File: src/rtl/agh_st2mm_writer.sv
// agh_st2mm_writer: Avalon-ST (16-bit samples) to Avalon-MM (32-bit words) write engine.
// Sample pairs are packed little-endian by half-word and written one word at a time.
// A transfer ends on word count, endofpacket, abort or (optionally) a write error.
// Optional feature macro: AGH_ST2MM_RESP_CHECK_EN adds a RESP state that waits for
// and checks each write response; without it a write completes on waitrequest = 0.
module agh_st2mm_writer #(
  parameter int ADDR_W = 32,
  parameter int LEN_W  = 16
) (
  input  logic              clk,
  input  logic              rst_n,
  input  logic              cfg_start,
  input  logic              cfg_abort,
  input  logic [ADDR_W-1:0] cfg_base_addr,
  input  logic [LEN_W-1:0]  cfg_len_words,
  output logic              sts_busy,
  output logic              sts_done,
  output logic              sts_error,
  output logic [LEN_W-1:0]  sts_words,
  input  logic [15:0]       avalon_streaming_sink_data,
  input  logic              avalon_streaming_sink_valid,
  input  logic              avalon_streaming_sink_startofpacket,
  input  logic              avalon_streaming_sink_endofpacket,
  output logic              avalon_streaming_sink_ready,
  output logic [ADDR_W-1:0] avalon_mm_master_address,
  output logic              avalon_mm_master_write,
  output logic [31:0]       avalon_mm_master_writedata,
  output logic [3:0]        avalon_mm_master_byteenable,
  input  logic              avalon_mm_master_waitrequest,
  input  logic [1:0]        avalon_mm_master_response,
  input  logic              avalon_mm_master_writeresponsevalid
);

`ifdef AGH_ST2MM_RESP_CHECK_EN
  typedef enum logic [2:0] {ST_IDLE, ST_FILL, ST_WRITE, ST_RESP, ST_DONE} state_t;
`else
  typedef enum logic [2:0] {ST_IDLE, ST_FILL, ST_WRITE, ST_DONE} state_t;
`endif

  state_t              state_reg, state_next;
  logic [ADDR_W-1:0]   addr_reg;
  logic [31:0]         data_reg;
  logic [3:0]          be_reg;
  logic [LEN_W-1:0]    len_reg;
  logic [LEN_W-1:0]    words_reg;
  logic                half_reg;   // lower half-word of the current word is filled
  logic                eop_reg;    // current word carries the packet's last sample
  logic                abort_reg;  // abort seen while a write was outstanding
  logic                error_reg;

  logic                sample_accept;
  logic [LEN_W-1:0]    words_inc;
  logic                len_hit;
  logic                stop_xfer;

  // Start-of-packet carries no meaning here; the low address bits are forced to zero.
  // Without response checking the response inputs are not used either.
  logic unused_ok;
`ifdef AGH_ST2MM_RESP_CHECK_EN
  assign unused_ok = &{1'b0, avalon_streaming_sink_startofpacket, cfg_base_addr[1:0]};
`else
  assign unused_ok = &{1'b0, avalon_streaming_sink_startofpacket, cfg_base_addr[1:0],
                       avalon_mm_master_response, avalon_mm_master_writeresponsevalid};
`endif

  assign avalon_streaming_sink_ready = (state_reg == ST_FILL) && !cfg_abort;
  assign sample_accept = avalon_streaming_sink_valid && avalon_streaming_sink_ready;

  // In WRITE the count has not been bumped yet, so compare against the post-accept value.
  assign words_inc = words_reg + LEN_W'(1);
  assign len_hit   = (state_reg == ST_WRITE) ? (words_inc == len_reg) : (words_reg == len_reg);
  assign stop_xfer = len_hit || eop_reg || abort_reg || cfg_abort;

  assign sts_busy  = (state_reg != ST_IDLE);
  assign sts_done  = (state_reg == ST_DONE);
  assign sts_error = error_reg;
  assign sts_words = words_reg;

  assign avalon_mm_master_write      = (state_reg == ST_WRITE);
  assign avalon_mm_master_address    = addr_reg;
  assign avalon_mm_master_writedata  = data_reg;
  assign avalon_mm_master_byteenable = be_reg;

  // State register
  always_ff @(posedge clk) begin
    if (!rst_n) state_reg <= ST_IDLE;
    else        state_reg <= state_next;
  end

  // Next-state logic
  always_comb begin
    state_next = state_reg;
    unique case (state_reg)
      ST_IDLE: begin
        if (cfg_start) state_next = (cfg_len_words == '0) ? ST_DONE : ST_FILL;
      end
      ST_FILL: begin
        if (cfg_abort) state_next = ST_DONE;
        else if (sample_accept && (half_reg || avalon_streaming_sink_endofpacket))
          state_next = ST_WRITE;
      end
      ST_WRITE: begin
        if (!avalon_mm_master_waitrequest) begin
`ifdef AGH_ST2MM_RESP_CHECK_EN
          state_next = ST_RESP;
`else
          state_next = stop_xfer ? ST_DONE : ST_FILL;
`endif
        end
      end
`ifdef AGH_ST2MM_RESP_CHECK_EN
      ST_RESP: begin
        if (avalon_mm_master_writeresponsevalid) begin
          if (avalon_mm_master_response != 2'b00) state_next = ST_DONE;
          else state_next = stop_xfer ? ST_DONE : ST_FILL;
        end
      end
`endif
      ST_DONE: state_next = ST_IDLE;
      default: state_next = ST_IDLE;
    endcase
  end

  // Datapath: config latch, half-word packing, address/count and status updates
  always_ff @(posedge clk) begin
    if (!rst_n) begin
      addr_reg  <= '0;
      data_reg  <= '0;
      be_reg    <= '0;
      len_reg   <= '0;
      words_reg <= '0;
      half_reg  <= 1'b0;
      eop_reg   <= 1'b0;
      abort_reg <= 1'b0;
      error_reg <= 1'b0;
    end else begin
      unique case (state_reg)
        ST_IDLE: begin
          if (cfg_start) begin
            addr_reg  <= {cfg_base_addr[ADDR_W-1:2], 2'b00};
            len_reg   <= cfg_len_words;
            words_reg <= '0;
            error_reg <= 1'b0;
            half_reg  <= 1'b0;
            eop_reg   <= 1'b0;
            abort_reg <= 1'b0;
          end
        end
        ST_FILL: begin
          if (sample_accept) begin
            if (!half_reg) begin
              data_reg[15:0] <= avalon_streaming_sink_data;
              if (avalon_streaming_sink_endofpacket) begin
                data_reg[31:16] <= '0;
                be_reg          <= 4'b0011;
                eop_reg         <= 1'b1;
              end else begin
                half_reg <= 1'b1;
              end
            end else begin
              data_reg[31:16] <= avalon_streaming_sink_data;
              be_reg          <= 4'b1111;
              half_reg        <= 1'b0;
              eop_reg         <= avalon_streaming_sink_endofpacket;
            end
          end
        end
        ST_WRITE: begin
          if (cfg_abort) abort_reg <= 1'b1;
          if (!avalon_mm_master_waitrequest) begin
            words_reg <= words_inc;
            addr_reg  <= addr_reg + ADDR_W'(4);
          end
        end
`ifdef AGH_ST2MM_RESP_CHECK_EN
        ST_RESP: begin
          if (cfg_abort) abort_reg <= 1'b1;
          if (avalon_mm_master_writeresponsevalid && (avalon_mm_master_response != 2'b00))
            error_reg <= 1'b1;
        end
`endif
        default: ;
      endcase
    end
  end

endmodule

File: config.mk
export PLATFORM = sky130hd
export DESIGN_NAME = agh_st2mm_writer
export DESIGN_NICKNAME = d
export VERILOG_FILES = /design/src/rtl/agh_st2mm_writer.sv
export SDC_FILE = /design/constraint.sdc
export NUM_CORES = 1
export LEC_CHECK = 0
export CAP_MARGIN = 20
export CORE_MARGIN = 2
export CORE_UTILIZATION = 35
export CTS_CLUSTER_DIAMETER = 80
export CTS_CLUSTER_SIZE = 28
export DETAILED_ROUTE_END_ITERATION = 7
export GPL_TIMING_DRIVEN = 0
export PLACE_DENSITY = 0.74
export SLEW_MARGIN = 10
export SYNTH_ARGS = -nofsm -noshare
export SYNTH_HDL_FRONTEND = slang
export SYNTH_SLANG_ARGS = --single-unit
File: constraint.sdc
create_clock -name clk -period 2.55 [get_ports clk]
set_input_delay 0.51 -clock clk [delete_from_list [all_inputs] [get_ports clk]]
set_output_delay 0.51 -clock clk [all_outputs]
set_load 0.02 [all_outputs]
Word level (Yosys, flattened, before mapping)
Cells that the tools add are included.
- bits in registers: 106
- bits in latches: 0
- RAM bits: 0
- bits in read-only memories: 0
- bits of input ports: 75
- output and inout port bits: 89
- word-level logic and storage cells: 75
- memories: 0
- add/subtract/negate cells: 2
- $mul: 0
- div/mod/pow operators: 0
- magnitude comparators: 0
- equal/unequal tests: 11
- shift-type cells: 0
- muxes and demuxes: 29
- bitwise operators: 1
- reduce and logical (&&, ||, !) cells: 22
- operators by type and width (operator ; number):
    16-bit 2-to-1 mux ; 4
    32-bit 2-to-1 mux ; 2
    32-bit one-hot mux with 2 select lines ; 1
    32-bit by 3-bit adder with 32-bit output (second input constant) ; 1
    16-bit equality test ; 2
    16-bit one-hot mux with 2 select lines ; 1
    3-bit AND reduction ; 6
    16-bit by 1-bit adder with 16-bit output (second input constant) ; 1
    16-bit zero test ; 1
    3-bit 2-to-1 mux ; 4
    1-bit 2-to-1 mux ; 9
    3-bit one-hot mux with 3 select lines ; 1
    4-bit 2-to-1 mux ; 2
    2-bit inequality test (second input constant) ; 4
    3-bit by 2-bit equality test with 1-bit output (second input constant) ; 2
    1-bit one-hot mux with 2 select lines ; 3
    2-bit nonzero test ; 3
    1-bit logical OR ; 4
    2-bit 2-to-1 mux ; 2
    4-bit AND reduction ; 1
    3-bit by 1-bit equality test with 1-bit output (second input constant) ; 1
    1-bit logical AND ; 3
    3-bit zero test ; 1
    3-bit by 2-bit inequality test with 1-bit output (second input constant) ; 1
    5 further kinds ; 5

Depth between registers and ports, before layout
Gate-level depths: netlist of the first run.
- depth after elaboration: 9
- depth in mapped cells: 13
- mapped depth without buffers: 9

Least setup slack after synthesis of the first run
Ideal clock, no wire load.
- path type: register -> register
- from: register state_reg[0]
- to: register state_reg[1]
- library setup time: 0.084 ns
- data arrival time: 2.411 ns
- required time: 2.466 ns
- path slack: 0.055 ns
- stages on the path, launching flop included: 14
- buffers on the path: 4
- period minus slack after synthesis: 2.495 ns
- cells stage by stage: dfxtp_1 buf_2 nand2b_1 inv_2 buf_2 buf_2 buf_2 ha_1 xor2_1 and3_1 o311ai_0 nor4_1 nand4_1 o31ai_2
- word-level cells in the longest chain between the ends: 8
- elaborated cells on any way between the ends: 17
- classes of those cells: eq/ne (5); mux (4); reduce/logical (8)
- RTL lines (what ; RTL line ; text):
    start, declared ; 40 ; state_t state_reg, state_next;
    start signal, assigned ; 87 ; else state_reg <= state_next;
    3-bit by 2-bit equality test with 1-bit output (*) ; n/a ;
    named net avalon_mm_master_write ; 26 ; output logic avalon_mm_master_write,
    1-bit 2-to-1 mux ; 71 ; assign len_hit = (state_reg == ST_WRITE) ? (words_inc == len_reg) : (words_reg == len_reg);
    1-bit logical OR (3 in series) ; 72 ; assign stop_xfer = len_hit || eop_reg || abort_reg || cfg_abort;
    2-bit 2-to-1 mux ; 107 ; state_next = stop_xfer ? ST_DONE : ST_FILL;
    3-bit 2-to-1 mux ; 103 ; if (!avalon_mm_master_waitrequest) begin
    3-bit one-hot mux with 3 select lines ; 93 ; unique case (state_reg)
The timed path passes the listed nets; every way through them passes the cells marked *. The select of a mux whose other input is x is not followed.
A chain may end at the register's enable or synchronous reset.

Final worst setup path of the first run
- from: register words_reg[1] (netlist: sts_words[1])
- to: register state_reg[1]
- word-level cells in the longest chain between the ends: 9
- elaborated cells on any way between the ends: 10
- classes of those cells: add/sub (1); eq/ne (2); mux (4); reduce/logical (3)
- RTL lines (what ; RTL line ; text):
    start, declared ; 45 ; logic [LEN_W-1:0] words_reg;
    start signal, assigned ; 171 ; words_reg <= words_inc;
    16-bit by 1-bit adder with 16-bit output ; 70 ; assign words_inc = words_reg + LEN_W'(1);
    16-bit equality test ; 71 ;
    1-bit 2-to-1 mux (*) ; 71 ;
    1-bit logical OR (*) (3 in series) ; 72 ;
    2-bit 2-to-1 mux (*) ; 107 ;
    3-bit 2-to-1 mux (*) ; 103 ;
    3-bit one-hot mux with 3 select lines (*) ; 93 ;
Mark *: on every way between the ends. The rest lies on a longest branch, timed or not. The select of a mux whose other input is x is not followed.

==> reports/qor.txt, run 1 <==
outcome: complete, no violations
period utilization: 95.5%
Clock power frac: 22.5%
worst-path maximum fanout: 10
Switching Share: 40.1%
total wire length: 18300 µm
final setup vio count: 0
Max IR drop VDD: 0.439 mV
Routed Antenna Nets: 0
delay of the slowest critical-path stage: 0.47 ns
Post-synth EDFFs: 0
Cell Rows: 45
switching power: 0.00234 W
critical path's slowest cell: dfxtp_1
Hold Violations, Final: 0
DRC: 0
crit-path cells: ha_2, nand3_2, or3_1, xnor2_1, a2111oi_0, nand4_1, o31ai_2
1st-pass router iterations: 5
sequential area share after synthesis: 37.5%
clock period minus worst slack: 2.44 ns
max layer used: met4
DIE AREA: 16400 µm²
Synthesis Warnings: 0
hold buffer count at CTS: 0
Clock Path Buffers: 2
commonest non-fill, non-tap cells in the layout: clkdlybuf4s50_1, nand2_1, dfxtp_1, a21oi_1, nor2_1
Worst Hold Class: flop to flop
width of the die: 128 µm
metal2 WL: 8290 µm
Primary FF master, synth: dfxtp_1
asr flop ratio synth: 0%
Initial DRC Count: 677
Vias: 5749
pin count of the biggest net entering global routing: 18
synth unique cells: 67
drt wl/cell: 17.7 µm
Chip Height: 128 µm
Slew @ Worst Pin: 0.684 ns
Reg power frac: 36.0%
Ports: 164
Leak: 2.65 nW
layout cells sized above 1: 9.32%
CP arrival: 2.71 ns
Post-Synthesis Cells: 672
most common cell after layout, fill and taps aside: clkdlybuf4s50_1
met1 wire length: 7620 µm
max FFs per register: 32
Total GRT Usage: 22.0%
final number of max-transition violations: 0
DP Worst Slack: -0.554 ns
Crit Path Class: flop to flop
Final #Nets: 921
grt total ovfl: 0
starting density of the core: 35.6%
cell area after synthesis: 5390 µm²
Setup crit end kind: flop
Area Growth Syn to Fin: 40.2%
Worst Slack Setup Final: 0.115 ns
Synth Area per Inst: 8.02 µm²
Clk pin slew, worst setup/hold paths: 0.07 ns
placed inst area: 7180 µm²
area of all placed cells without fillers: 7560 µm²
met3 wire length: 1840 µm
H-tree depth: 3
MaxCap Viol Count: 0
first-pass GRT wire length: 28200 µm
Comb pwr share: 41.5%
cell-internal power: 0.00350 W
final core utilization: 49.9%
CTS sink count: 101
TritonCTS clock tree: yes
DP Wirelength: 13300 µm
number of buffers created by CTS: 9
GPL Wtd Cong: 0.953
Root Driver: clkbuf_16
initial antenna violation count: 0
synthesized flop and latch total: 101
final clock skew: 0.00991 ns
RSZ-0062 raised after global routing: no
port bufs: 154
Core Box Area: 15100 µm²
CP Launch Type: flop
Critical Path RT: 2.82 ns
slew margin rel.: 54.0%
vias in the first global route: 5269
Via density: 5.55
power per cell area: 773 nW/µm²
ANT cells: 0
Highest Clock Rate: 411 MHz
Skew-Pair Late Insertion Delay: 0.36 ns
[area by class of cell]
type,count,area (µm²)
Sequential cell,101,2020
Tap cell,188,235
Fill cell,1437,7590
Timing Repair Buffer,160,1600
Multi-Input combinational cell,507,3090
Clock buffer,9,225
Buffer,54,290
Inverter,10,45.0
Clock inverter,7,48.8
[kinds of logic after synthesis]
group	count (synthesis)	synth area share, %
multiplexers	6	1.14
flip-flops	101	37.5
XOR/XNOR	26	4.22
buffers and inverters	66	5.66
adder cells (fa/ha/maj)	3	0.696
AO/OA/AOI/OAI	190	24.2
AND/OR/NAND/NOR	279	26.5
other	1	0.0695
[critical path: cells and delay by family (launching register included)]
family | cells | cell delay (ns)
simple gates | 3 | 0.89
compound gates | 2 | 0.55
flops | 1 | 0.47
fa+ha+maj | 1 | 0.30
xor+xnor | 1 | 0.15
[Yosys cell counts, drive strengths merged, types with 2 or more instances]
master,count,area [µm²]
a21boi,45,338
a21o,2,15.0
a21oi,41,209
a22oi,24,180
a311oi,3,26.3
a31oi,5,31.3
a41oi,2,17.5
and2,6,37.5
and3,13,87.6
and4,4,35.0
buf,29,166
clkbuf,27,101
dfxtp,101,2020
ha,3,37.5
inv,10,37.5
mux2i,5,50.1
nand2,105,397
nand2b,6,37.5
nand3,19,100
nand3b,3,22.5
nand4,16,130
nor2,39,149
nor2b,30,188
nor3,19,116
nor4,12,81.3
o211ai,3,22.5
o21a,4,30.0
o21ai,31,155
o221a,8,90.1
o221ai,4,35.0
o22ai,2,12.5
o31ai,3,27.5
o32a,2,20.0
o32ai,2,17.5
or2,2,12.5
or3,3,18.8
xnor2,19,166
xor2,7,61.3
[per-layer routing]
layer | GRT usage, % | vias to the layer above
met5 | 0 | -
met4 | 9.18 | 0
met3 | 4.05 | 48
met2 | 34.8 | 311
met1 | 29.5 | 2649
li1 | - | 2741
[final timing paths]
check,startpoint,end,slack (ns),cells after the start
setup / recovery,sts_words[1],state_reg[1],0.11,7
setup reg to reg,sts_words[1],state_reg[1],0.11,7
hold reg to reg,avalon_mm_master_writedata[13],avalon_mm_master_writedata[13],0.45,2
hold / removal,avalon_mm_master_writedata[13],avalon_mm_master_writedata[13],0.45,2
[power by group through the flow]
stage | Clock [W] | Combinational, W | Sequential [W]
CTS | 0.00134 | 0.00232 | 0.00209
global placement | 0 | 0.00226 | 0.00212
finish | 0.00131 | 0.00243 | 0.00210
global route | 0.00140 | 0.00261 | 0.00214
floorplan | 0 | 0.00116 | 0.00226
detailed placement | 0 | 0.00228 | 0.00213
[repair_timing]
item                       4_1_cts  5_1_grt
buffers inserted                 0        5
gates resized for setup         16        9
setup endpoints to repair        4        2
pin swaps                        0        2
cloned                           0        1
[metrics by stage]
stage / hold WS [ns] / TNS (ns) / std cells / power, W
3_5_place_dp: 0.445 / -1.47 / 1016 / 0.00441
4_1_cts: 0.455 / 0 / 1031 / 0.00575
5_1_grt: 0.480 / 0 / 1036 / 0.00616
6_report: 0.451 / 0 / 1036 / 0.00584
2_1_floorplan: 0.435 / 0 / 674 / 0.00343
3_3_place_gp: 0.441 / -1.53 / 1016 / 0.00438
No activity file was read; power rests on OpenSTA's default activity.
==> run 2, diff against run 1 <==
--- a/config.mk
+++ b/config.mk
@@ -7,12 +7,12 @@
 export LEC_CHECK = 0
 export CAP_MARGIN = 20
 export CORE_MARGIN = 2
-export CORE_UTILIZATION = 35
+export CORE_UTILIZATION = 43
 export CTS_CLUSTER_DIAMETER = 80
-export CTS_CLUSTER_SIZE = 28
+export CTS_CLUSTER_SIZE = 40
 export DETAILED_ROUTE_END_ITERATION = 7
 export GPL_TIMING_DRIVEN = 0
-export PLACE_DENSITY = 0.74
+export PLACE_DENSITY = 0.86
 export SLEW_MARGIN = 10
 export SYNTH_ARGS = -nofsm -noshare
 export SYNTH_HDL_FRONTEND = slang
==> run 2 against run 1 <==
  * Clock power barely moved
  * Count of clock-buffer cells in the layout rose by 2
  * Combinational power shrank 4%
  * Clock skew is 0.0012 ns higher
  * Wire length shrank 3.8%
  * Sequential share of layout area grew 0.26 points
  * Critical path depth stayed put
  * Maximum frequency is 1.4% lower
==> reports/qor.txt, run 2 (synthesis gave the netlist of run 1 again) <==
hold buffer count at CTS: 0 (unchanged)
drt wl/cell: 17.4 µm (was 17.7 µm)
Cell Rows: 40 (was 45)
Worst Hold Class: flop to flop (unchanged)
fillers: 1085 (was 1437)
Area Growth Syn to Fin: 38.7% (was 40.2%)
DRC: 0 (unchanged)
R2R Path Start: sts_words[0] (was sts_words[1])
power per cell area: 773 nW/µm² (about the same)
period utilization: 96.8% (was 95.5%)
pin count of the biggest net entering global routing: 18 (unchanged)
final setup vio count: 0 (unchanged)
most common cell after layout, fill and taps aside: clkdlybuf4s50_1 (unchanged)
Highest Clock Rate: 405 MHz (was 411 MHz)
DP Worst Slack: -0.466 ns (was -0.554 ns)
Root Driver: clkbuf_16 (unchanged)
r2r endpoint: state_reg[1] (unchanged)
Core Box Area: 12100 µm² (was 15100 µm²)
final number of max-transition violations: 0 (unchanged)
layout cells sized above 1: 8.54% (was 9.32%)
Reg power frac: 36.3% (was 36.0%)
Comb pwr share: 40.5% (was 41.5%)
R2R setup slack: 0.08 ns (was 0.11 ns)
commonest non-fill, non-tap cells in the layout: clkdlybuf4s50_1, nand2_1, dfxtp_1, a21oi_1, nor2_1 (unchanged)
Clock Path Buffers: 2 (unchanged)
DIE AREA: 13500 µm² (was 16400 µm²)
Critical Path RT: 2.82 ns (about the same)
vias in the first global route: 5421 (was 5269)
Cell Count Post-Placement: 996 (was 1016)
Leak: 2.61 nW (was 2.65 nW)
Max IR drop VDD: 0.360 mV (was 0.439 mV)
Chip Height: 116 µm (was 128 µm)
CTS sink count: 101 (unchanged)
grt total ovfl: 0 (unchanged)
cells on worst reg2reg path: 7 (unchanged)
outcome: complete, no violations (unchanged)
1st-pass router iterations: 7 (was 5)
Clock power frac: 23.2% (was 22.5%)
ANT cells: 0 (unchanged)
setup TNS: 0 ns (unchanged)
Clk pin slew, worst setup/hold paths: 0.07 ns (about the same)
DP Wirelength: 12900 µm (was 13300 µm)
Skew-Pair Late Insertion Delay: 0.35 ns (was 0.36 ns)
hold path endpoint: avalon_mm_master_writedata[15] (was avalon_mm_master_writedata[13])
Initial DRC Count: 649 (was 677)
slew margin rel.: 55.7% (was 54.0%)
hold_sp: avalon_mm_master_writedata[15] (was avalon_mm_master_writedata[13])
CP arrival: 2.74 ns (was 2.71 ns)
switching power: 0.00230 W (was 0.00234 W)
cell-internal power: 0.00348 W (was 0.00350 W)
width of the die: 116 µm (was 128 µm)
total wire length: 17600 µm (was 18300 µm)
Total GRT Usage: 25.8% (was 22.0%)
initial antenna violation count: 0 (unchanged)
Finished Layout Cells: 1011 (was 1036)
Slew @ Worst Pin: 0.658 ns (was 0.684 ns)
final core utilization: 61.8% (was 49.9%)
TritonCTS clock tree: yes (unchanged)
H-tree depth: 3 (unchanged)
Via density: 5.78 (was 5.55)
Setup crit end kind: flop (unchanged)
Ports: 164 (unchanged)
hold slack final: 0.456 ns (was 0.451 ns)
port bufs: 154 (unchanged)
Worst Slack Setup Final: 0.0811 ns (was 0.115 ns)
Final #Nets: 916 (was 921)
first-pass GRT wire length: 27100 µm (was 28200 µm)
Vias: 5841 (was 5749)
GPL Wtd Cong: 0.944 (was 0.953)
CP Launch Type: flop (unchanged)
worst-path maximum fanout: 10 (unchanged)
number of buffers created by CTS: 9 (unchanged)
Hold Path Cell Cnt: 2 (unchanged)
final clock skew: 0.0111 ns (was 0.00991 ns)
max FFs per register: 32 (unchanged)
Crit Path Class: flop to flop (unchanged)
MaxCap Viol Count: 0 (unchanged)
starting density of the core: 44.5% (was 35.6%)
Routed Antenna Nets: 0 (unchanged)
clock period minus worst slack: 2.47 ns (was 2.44 ns)
Hold Violations, Final: 0 (unchanged)
RSZ-0062 raised after global routing: no (unchanged)
Switching Share: 39.8% (was 40.1%)
==> run 2: worst max-delay path by stage <==
stage                            start           end  slack, ns  cells after the start
after detailed placement  state_reg[1]  state_reg[1]      -0.47                     13
final                     sts_words[0]  state_reg[1]       0.08                      7
after CTS                 state_reg[0]  state_reg[1]      0.001                     12
after global routing      state_reg[0]  state_reg[1]      0.002                     11
after floorplan           state_reg[0]  state_reg[1]       0.05                     13
after global placement    state_reg[0]  state_reg[1]      -0.47                     13
==> run 2: worst max-delay path, cell delays in order, from the launching register on <==
cell       delay, ns
dfxtp_1         0.49
ha_2            0.30
nand3_2         0.21
or3_1           0.46
xnor2_1         0.15
a2111oi_0       0.37
nand4_1         0.21
o31ai_2         0.20
==> run 2: through the flow <==
| stage | instance area, µm² | total power, W |
|---|---|---|
| 2_1_floorplan | 5400 | 0.00343 |
| 6_report | 7480 | 0.00578 |
| 5_1_grt | 7480 | 0.00607 |
| 3_3_place_gp | 7150 | 0.00435 |
| 4_1_cts | 7450 | 0.00571 |
| 3_5_place_dp | 7150 | 0.00438 |
==> run 2: area by class of cell <==
type / instances / area [µm²] / share of cell area (%)
plain buffers: 54 / 287 / 3.83
clock buffers: 11 / 243 / 3.24
clock inverters: 5 / 42.5 / 0.569
inverters: 10 / 42.5 / 0.569
multi-input cells: 507 / 3090 / 41.3
flip-flops and latches: 101 / 2020 / 27.0
well taps: 168 / 210 / 2.81
repair buffers: 155 / 1550 / 20.7
==> run 2: power groups by stage <==
| stage | Combinational, W | Sequential, W | Clock [W] |
|---|---|---|---|
| finish | 0.00234 | 0.00210 | 0.00134 |
| global route | 0.00252 | 0.00213 | 0.00141 |
| CTS | 0.00228 | 0.00209 | 0.00135 |
| floorplan | 0.00116 | 0.00226 | 0 |
| detailed placement | 0.00226 | 0.00212 | 0 |
| global placement | 0.00224 | 0.00211 | 0 |
==> run 2: timing repair <==
item | CTS | global route
setup buffers | 0 | 1
gates resized for setup | 13 | 9
endpoints found under the hold margin | 0 | 0
pin swaps | 0 | 2
setup endpoints to repair | 4 | 3
==> run 2: layer usage <==
layer | global-route usage, % | routed length [µm] | up-vias | part of all wire (%)
met5 | 0 | 0 | - | 0
met4 | 11.2 | 537 | 0 | 3.0
met3 | 5.65 | 1720 | 52 | 9.7
met2 | 42.1 | 8240 | 334 | 47
met1 | 33.1 | 7140 | 2722 | 40
li1 | - | - | 2733 | -
